<file path="config.mk">
export PLATFORM = sky130hd
export DESIGN_NAME = pdecoder_3to7_accum
export DESIGN_NICKNAME = d
export VERILOG_FILES = /design/src/rtl/pdecoder_3to7_accum.sv
export SDC_FILE = /design/constraint.sdc
export NUM_CORES = 1
export LEC_CHECK = 0
export BUFFER_PORTS_ARGS = -buffer_cell sky130_fd_sc_hd__buf_2
export CORE_MARGIN = 5
export CORE_UTILIZATION = 39
export CTS_BUF_LIST = sky130_fd_sc_hd__clkbuf_2
export CTS_CLUSTER_DIAMETER = 150
export DETAILED_ROUTE_END_ITERATION = 10
export PLACE_DENSITY = 0.69
export RECOVER_POWER = 100
export SLEW_MARGIN = 20
export SYNTH_ARGS = -nofsm -noshare
export SYNTH_HDL_FRONTEND = slang
export SYNTH_SLANG_ARGS = --single-unit
</file>
<file path="constraint.sdc">
create_clock -name clk -period 1.3 [get_ports clk]
set_input_delay 0.065 -clock clk [delete_from_list [all_inputs] [get_ports clk]]
set_output_delay 0.065 -clock clk [all_outputs]
set_load 0.01 [all_outputs]
</file>
<file path="src/rtl/pdecoder_3to7_accum.sv">
// Rebuilds a sparse bit-mask from a stream of set-bit indices and emits the mask
// with its popcount and an ordering/range error flag over a valid/ready output.
module pdecoder_3to7_accum #(
    parameter int MASK_W = 7,
    parameter int IDX_W  = 3,
    parameter int CNT_W  = 3
) (
    input  logic              clk,
    input  logic              rst_n,
    input  logic              in_valid,
    output logic              in_ready,
    input  logic [IDX_W-1:0]  in_idx,
    input  logic              in_nz,
    input  logic              in_last,
    output logic              out_valid,
    input  logic              out_ready,
    output logic [MASK_W-1:0] out_mask,
    output logic [CNT_W-1:0]  out_cnt,
    output logic              out_err
);

    typedef enum logic {S_ACC = 1'b0, S_OUT = 1'b1} state_t;

    localparam logic [IDX_W:0]   MASK_W_I = (IDX_W + 1)'(MASK_W);
    localparam logic [CNT_W-1:0] CNT_MAX  = CNT_W'(MASK_W);

    state_t             state_q;
    logic [MASK_W-1:0]  acc_q, acc_d;
    logic [CNT_W-1:0]   cnt_q, cnt_d;
    logic               err_q, err_d;
    logic               first_q;
    logic [IDX_W-1:0]   prev_q;
    logic               out_valid_q;
    logic [MASK_W-1:0]  out_mask_q;
    logic [CNT_W-1:0]   out_cnt_q;
    logic               out_err_q;

    logic               in_range;
    logic [MASK_W-1:0]  bit_oh;
    logic               bit_new;

    assign in_ready  = (state_q == S_ACC);
    assign out_valid = out_valid_q;
    assign out_mask  = out_mask_q;
    assign out_cnt   = out_cnt_q;
    assign out_err   = out_err_q;

    // Group state as it would stand after absorbing the current beat.
    always_comb begin
        in_range = ({1'b0, in_idx} < MASK_W_I);
        bit_oh   = '0;
        if (in_nz && in_range) begin
            bit_oh = MASK_W'(1) << in_idx;
        end
        bit_new = |(bit_oh & ~acc_q);
        acc_d   = acc_q | bit_oh;
        cnt_d   = cnt_q;
        if (bit_new && (cnt_q != CNT_MAX)) begin
            cnt_d = cnt_q + CNT_W'(1);
        end
        err_d = err_q
              | (in_nz & ~in_range)
              | (in_nz & ~first_q & (in_idx <= prev_q));
    end

    always_ff @(posedge clk or negedge rst_n) begin
        if (!rst_n) begin
            state_q     <= S_ACC;
            acc_q       <= '0;
            cnt_q       <= '0;
            err_q       <= 1'b0;
            first_q     <= 1'b1;
            prev_q      <= '0;
            out_valid_q <= 1'b0;
            out_mask_q  <= '0;
            out_cnt_q   <= '0;
            out_err_q   <= 1'b0;
        end else begin
            case (state_q)
                S_ACC: begin
                    if (in_valid) begin
                        if (in_last) begin
                            out_mask_q  <= acc_d;
                            out_cnt_q   <= cnt_d;
                            out_err_q   <= err_d;
                            out_valid_q <= 1'b1;
                            acc_q       <= '0;
                            cnt_q       <= '0;
                            err_q       <= 1'b0;
                            first_q     <= 1'b1;
                            state_q     <= S_OUT;
                        end else begin
                            acc_q <= acc_d;
                            cnt_q <= cnt_d;
                            err_q <= err_d;
                            if (in_nz) begin
                                first_q <= 1'b0;
                                prev_q  <= in_idx;
                            end
                        end
                    end
                end
                S_OUT: begin
                    if (out_ready) begin
                        out_valid_q <= 1'b0;
                        state_q     <= S_ACC;
                    end
                end
                default: state_q <= S_ACC;
            endcase
        end
    end

endmodule

</file>
==> reports/qor.yml, run 1 <==
grt_first_pass_wirelength_um: 5310
clock_sinks: 28
synth.top_cell.area_share_pct: 48.4
min_path_cells: 3
clock_skew_ns: 0.0164
numPortBuffers: 21
yosys_warnings: 0
rsz0062_at_grt: "true"
gp_congestion: 0.905
worst_slew_pin_slew_ns: 0.666
place_hpwl_um: 2310
hp-class: "primary input to flip-flop"
stdcell_area_mm2: 0.00188
nets: 208
netlist_top_cells_area: "dfrtp_1 (48%), nand2_1 (5.6%), ha_1 (4.5%)"
cts_root_buf: "clkbuf_2"
ir_worst_vdd_mv: 0.420
critPathKind: "flip-flop to flip-flop"
slew_headroom_pct: 55.6
wl_per_cell_um: 13.4
outcome: "finished, violations left"
overflow: 0
cts_buffer_depth: 2
vias_per_cell: 5.02
post-place-ws_ns: -0.192
r2r.worst_path.cells: 7
die-area_mm2: 0.00488
drtIter0Drc: 63
ys_ff_latch: 28
place_inst: 224
grt_start_max_net_pins: 29
die_w_um: 69.8
worstPathMaxFanout: 2
row_count: 21
coreArea_mm2: 0.00339
n_antenna_cell: 0
die_y_um: 69.8
setup_ws_ns: -0.217
drc: 0
netlist_area_mm2: 0.00140
slew_violations: 0
finalWirelength_um: 3200
setup_viol: 24
dr_total_vias: 1199
arrival_ns: 1.80
final-seq-area_um2: 702
synthMostInstantiatedCell: "dfrtp_1"
antenna_found_initial: 0
clk_latency_ns: 0.36
io_pins: 22
start_kind: "flip-flop"
htreeDepth: 1
fmax_mhz: 659
nFillCells: 293
multi_input_area_um2: 709
drt_pass1_iterations: 4
hold_viol: 0
ys_types: 36
leakage_nw: 0.894
synthFlopType: "dfrtp_1"
netlist_instances: 143
ys_top_cells_by_count: "dfrtp_1 (27), nand2_1 (21), o21ai_0 (12)"
numCtsBuffers: 3
synth_top_area_cell: "dfrtp_1"
violations: "setup timing"
clkTransAtPathRegs_ns: 0.24
placed_area_mm2: 0.00170
track_usage_pct: 13.2
ant_nets: 0
min_period_over_period_pct: 117
worstPathRequired_ns: 1.59
finalNonFillerCells: 239
syn_nets: 157
drive_gt1_share_pct: 32.6
cts_tree: "done"
cp-end-kind: "flip-flop"
period_needed_ns: 1.52
synth_edf_count: 0
maxCapViolations: 0
grt_pass1_vias: 1191
area_growth_pct: 34.4
seq_area_frac_synth_pct: 50.3
avgSynthCellArea_um2: 9.76
power_density_mw_per_mm2: 1210
synthArstFlopShare_pct: 100
start_util_pct: 41.2
==> path summary, 6_finish.rpt <==
kind,startpoint,endpoint,slack (ns)
worst max-delay path,prev_q[1],err_q,-0.22
worst min-delay path,in_idx[0],acc_q[3],0.03
worst max register to register,prev_q[1],err_q,-0.22
worst min register to register,first_q,first_q,0.48
max in group asynchronous,rst_n,out_mask[2],0.65
min in group asynchronous,rst_n,acc_q[0],0.22
==> final cells by class <==
class                   instances  area share (%)
multi-input cells             101            37.8
flip-flops and latches         28            37.4
repair buffers                 53            19.3
well taps                      46            3.07
inverters                       7            1.40
clock buffers                   3           0.800
clock inverters                 1           0.200
==> power by group <==
part | leakage [nW] | internal (W) | switching, W | total, W
Clock | 0.0140 | 0.0000668 | 0.000250 | 0.000317
Sequential | 0.364 | 0.00104 | 0.0000963 | 0.00114
Combinational | 0.516 | 0.000405 | 0.000413 | 0.000818
Total | 0.894 | 0.00151 | 0.000759 | 0.00227
==> worst max-delay path, cell delays in order, from the launching register on <==
cell and delay (ns):
dfrtp_1 0.43, inv_2 0.07, ha_4 0.20, nor2b_4 0.12, o21ai_2 0.14, a32oi_2 0.07
o21a_1 0.21, o31ai_1 0.21
==> cells in the final DEF (no fill, tap or decap), drive strengths merged, types with 2 or more instances in the layout <==
master	count
dfrtp	27
o21ai	17
buf	37
nor2b	3
nor2	11
and4b	2
dlygate4sd3	3
and2	3
a32oi	2
inv	7
and2b	2
nor3b	4
clkbuf	16
ha	5
a21oi	11
nand3	3
nand2	21
a31oi	4
mux2i	4
==> timing repair <==
| item | 4_1_cts | 5_1_grt |
|---|---|---|
| endpoints found under the hold margin | 30 | 0 |
| gates resized for setup | 6 | 15 |
| endpoints found under the setup margin | 20 | 17 |
| pin swaps | 8 | 7 |
| hold buffers | 3 | 0 |
| buffers inserted | 5 | 3 |
==> logic make-up after synthesis <==
| kind of cell | Yosys count | synth area share [%] |
|---|---|---|
| simple gates | 51 | 18.7 |
| compound gates | 39 | 17.7 |
| flops | 28 | 50.3 |
| buf+inv | 14 | 4.57 |
| mux | 5 | 3.67 |
| fa+ha+maj | 5 | 4.48 |
| xor+xnor | 1 | 0.627 |
==> sequential cells by signal (all words and copies together), names as in the netlist, 3 cells and up <==
| name | cells |
|---|---|
| acc_q | 7 |
| out_mask | 7 |
| cnt_q | 3 |
| out_cnt | 3 |
| prev_q | 3 |
==> layer usage <==
metal  GRT usage (%)  up-vias  wire (µm)
li1                -      592          -
met4            6.17        0         55
met1            15.0      576       1400
met5               0        -          0
met3            2.17        8        128
met2            23.8       23       1610
==> through the flow <==
step | utilization, % | TNS, ns | total power, W | hold slack [ns]
5_1_grt | 55.4 | -4.86 | 0.00243 | 0.0219
6_report | 55.4 | -2.02 | 0.00227 | 0.0324
2_1_floorplan | - | -0.380 | 0.00154 | -0.231
3_5_place_dp | 50.2 | -1.39 | 0.00185 | 0.113
4_1_cts | 53.4 | -1.16 | 0.00221 | 0.0156
3_3_place_gp | 50.2 | -0.778 | 0.00180 | 0.102
No activity file was read; power rests on OpenSTA's default activity.
==> run 2, diff against run 1 <==
==> constraint.sdc (replaced) <==
create_clock -name clk -period 1.3 [get_ports clk]
set_input_delay 0.065 -clock clk [delete_from_list [all_inputs] [get_ports clk]]
set_output_delay 0.065 -clock clk [all_outputs]
set_load 0.02 [all_outputs]
==> run 2 against run 1 <==
The run still ends with setup timing left. Clock power barely moved. Wire length about the same. Utilization fell by 0.18 points. Register-to-register slack is essentially flat. Final cell count stayed put.
==> reports/qor.yml, run 2 (synthesized netlist as in run 1, its figures left out) <==
vias_per_cell: 5.02  # unchanged
gp_congestion: 0.905  # unchanged
clkTransAtPathRegs_ns: 0.24  # about the same
antenna_found_initial: 0  # unchanged
cts_root_buf: "clkbuf_2"
netSwitchingFraction_pct: 35.4  # +2.0 points
die_y_um: 69.8  # unchanged
worstPathRequired_ns: 1.59  # about the same
overflow: 0  # unchanged
drt_pass1_iterations: 4  # unchanged
slew_headroom_pct: 55.6  # about the same
crit_start: "prev_q[1]"
nFillCells: 295  # +0.68%
worst_slew_pin_slew_ns: 0.666  # +0.0000400 ns
endpoint: "err_q"
cts_buffer_depth: 2  # unchanged
numCtsBuffers: 3  # unchanged
area_growth_pct: 34.0
setup_viol: 24  # unchanged
worstPathMaxFanout: 2  # unchanged
hold_viol: 0  # unchanged
finish.utilization_pct: 55.2  # -0.18 points
start_kind: "flip-flop"
wl_per_cell_um: 13.4  # about the same
track_usage_pct: 13.2  # unchanged
grt_start_max_net_pins: 29  # unchanged
critPathKind: "flip-flop to flip-flop"
arrival_ns: 1.80  # about the same
drive_gt1_share_pct: 33.2  # +0.52 points
place_hpwl_um: 2310  # unchanged
comb_power_share_pct: 37.8  # +1.8 points
leakage_nw: 0.892  # -0.29%
cp-end-kind: "flip-flop"
rsz0062_at_grt: "true"
reg2reg_slack_ns: -0.22  # about the same
hold_start: "in_idx[0]"
numPortBuffers: 21  # unchanged
outcome: "finished, violations left"
coreArea_mm2: 0.00339  # unchanged
r2r.worst_path.cells: 7  # unchanged
grt_first_pass_wirelength_um: 5310  # unchanged
hp-class: "primary input to flip-flop"
finalNonFillerCells: 239  # unchanged
n_antenna_cell: 0  # unchanged
rr_startpoint: "prev_q[1]"
clock_skew_ns: 0.0164  # unchanged
slew_violations: 0  # unchanged
r2r_end: "err_q"
min_period_over_period_pct: 117  # unchanged
clk_latency_ns: 0.36  # about the same
io_pins: 22  # unchanged
finalWirelength_um: 3200  # about the same
cts_tree: "done"
holdWs_ns: 0.0324  # unchanged
layout_commonest_cell: "dfrtp_1"
drc: 0  # unchanged
clock_sinks: 28  # unchanged
power.net_switching_w: 0.000826  # +8.9%
drtIter0Drc: 63  # unchanged
place_inst: 224  # unchanged
start_util_pct: 41.2  # unchanged
layout_common_cells: "dfrtp_1 (27), buf_4 (24), nand2_1 (20), clkbuf_1 (12), a21oi_1 (11)"
multi_input_area_um2: 709  # unchanged
die_w_um: 69.8  # unchanged
period_needed_ns: 1.52  # unchanged
row_count: 21  # unchanged
setup_ws_ns: -0.217  # unchanged
grt_pass1_vias: 1191  # unchanged
final-seq-area_um2: 702  # unchanged
ant_nets: 0  # unchanged
dr_total_vias: 1199  # unchanged
die-area_mm2: 0.00488  # unchanged
power_density_mw_per_mm2: 1250  # +3.1%
fmax_mhz: 659  # unchanged
p_int_w: 0.00151  # -0.25%
htreeDepth: 1  # unchanged
pwr-share-seq_pct: 48.7  # -1.3 points
clock_power_share_pct: 13.6  # -0.4 points
maxCapViolations: 0  # unchanged
violations: "setup timing"
nets: 208  # unchanged
ir_worst_vdd_mv: 0.422  # +0.52%
[run 2: cell types whose count changed in the layout (fill, tap and decap cells not counted)]
cell,previous run,this run
inv_1,6,5
buf_6,6,5
inv_2,1,2
clkbuf_2,4,5
[run 2: layout make-up]
type	count	share of cell area (%)
Tap cell	46	3.08
Sequential cell	28	37.5
Timing Repair Buffer	53	19.1
Clock buffer	3	0.803
Clock inverter	1	0.201
Inverter	7	1.40
Multi-Input combinational cell	101	37.9
[run 2: timing repair]
item / CTS / global route
buffers inserted: 5 / 3
hold buffers: 3 / 0
endpoints found under the hold margin: 30 / 0
pin swaps: 8 / 7
setup endpoints to repair: 20 / 18
gates resized for setup: 6 / 17
[run 2: power by group through the flow]
stage          clock network [W]  registers, W  logic (W)
3_3_place_gp                   0       0.00114   0.000732
5_1_grt                 0.000358       0.00116   0.000975
6_report                0.000317       0.00114   0.000881
3_5_place_dp                   0       0.00115   0.000771
4_1_cts                 0.000322       0.00113   0.000830
2_1_floorplan                  0       0.00125   0.000349
[run 2: worst min-delay path by stage]
stage                end  slack (ns)  cells past startpoint
4_1_cts         acc_q[3]        0.02                      3
3_3_place_gp   prev_q[2]        0.10                      1
2_1_floorplan   acc_q[0]       -0.23                      0
3_5_place_dp   prev_q[1]        0.11                      1
6_report        acc_q[3]        0.03                      3
5_1_grt         acc_q[3]        0.02                      3
[run 2: routing by layer]
metal	GRT usage, %	share of wire (%)	up-vias
met1	15.0	44	576
li1	-	-	592
met5	0	0	-
met3	2.17	4.0	8
met2	23.8	50	23
met4	6.17	1.7	0
[run 2: metrics by stage]
step           setup WS [ns]  setup TNS, ns  total power [W]  area [µm²]
2_1_floorplan        -0.0865         -0.380          0.00160        1420
5_1_grt               -0.319          -4.86          0.00249        1870
4_1_cts               -0.189          -1.16          0.00228        1810
3_5_place_dp          -0.192          -1.39          0.00192        1700
3_3_place_gp          -0.131         -0.778          0.00187        1700
6_report              -0.217          -2.02          0.00233        1870
[run 2: critical path: stages (launching register included)]
cell and delay, ns:
dfrtp_1 0.43, inv_2 0.07, ha_4 0.20, nor2b_4 0.12
o21ai_2 0.14, a32oi_2 0.07, o21a_1 0.21, o31ai_1 0.21
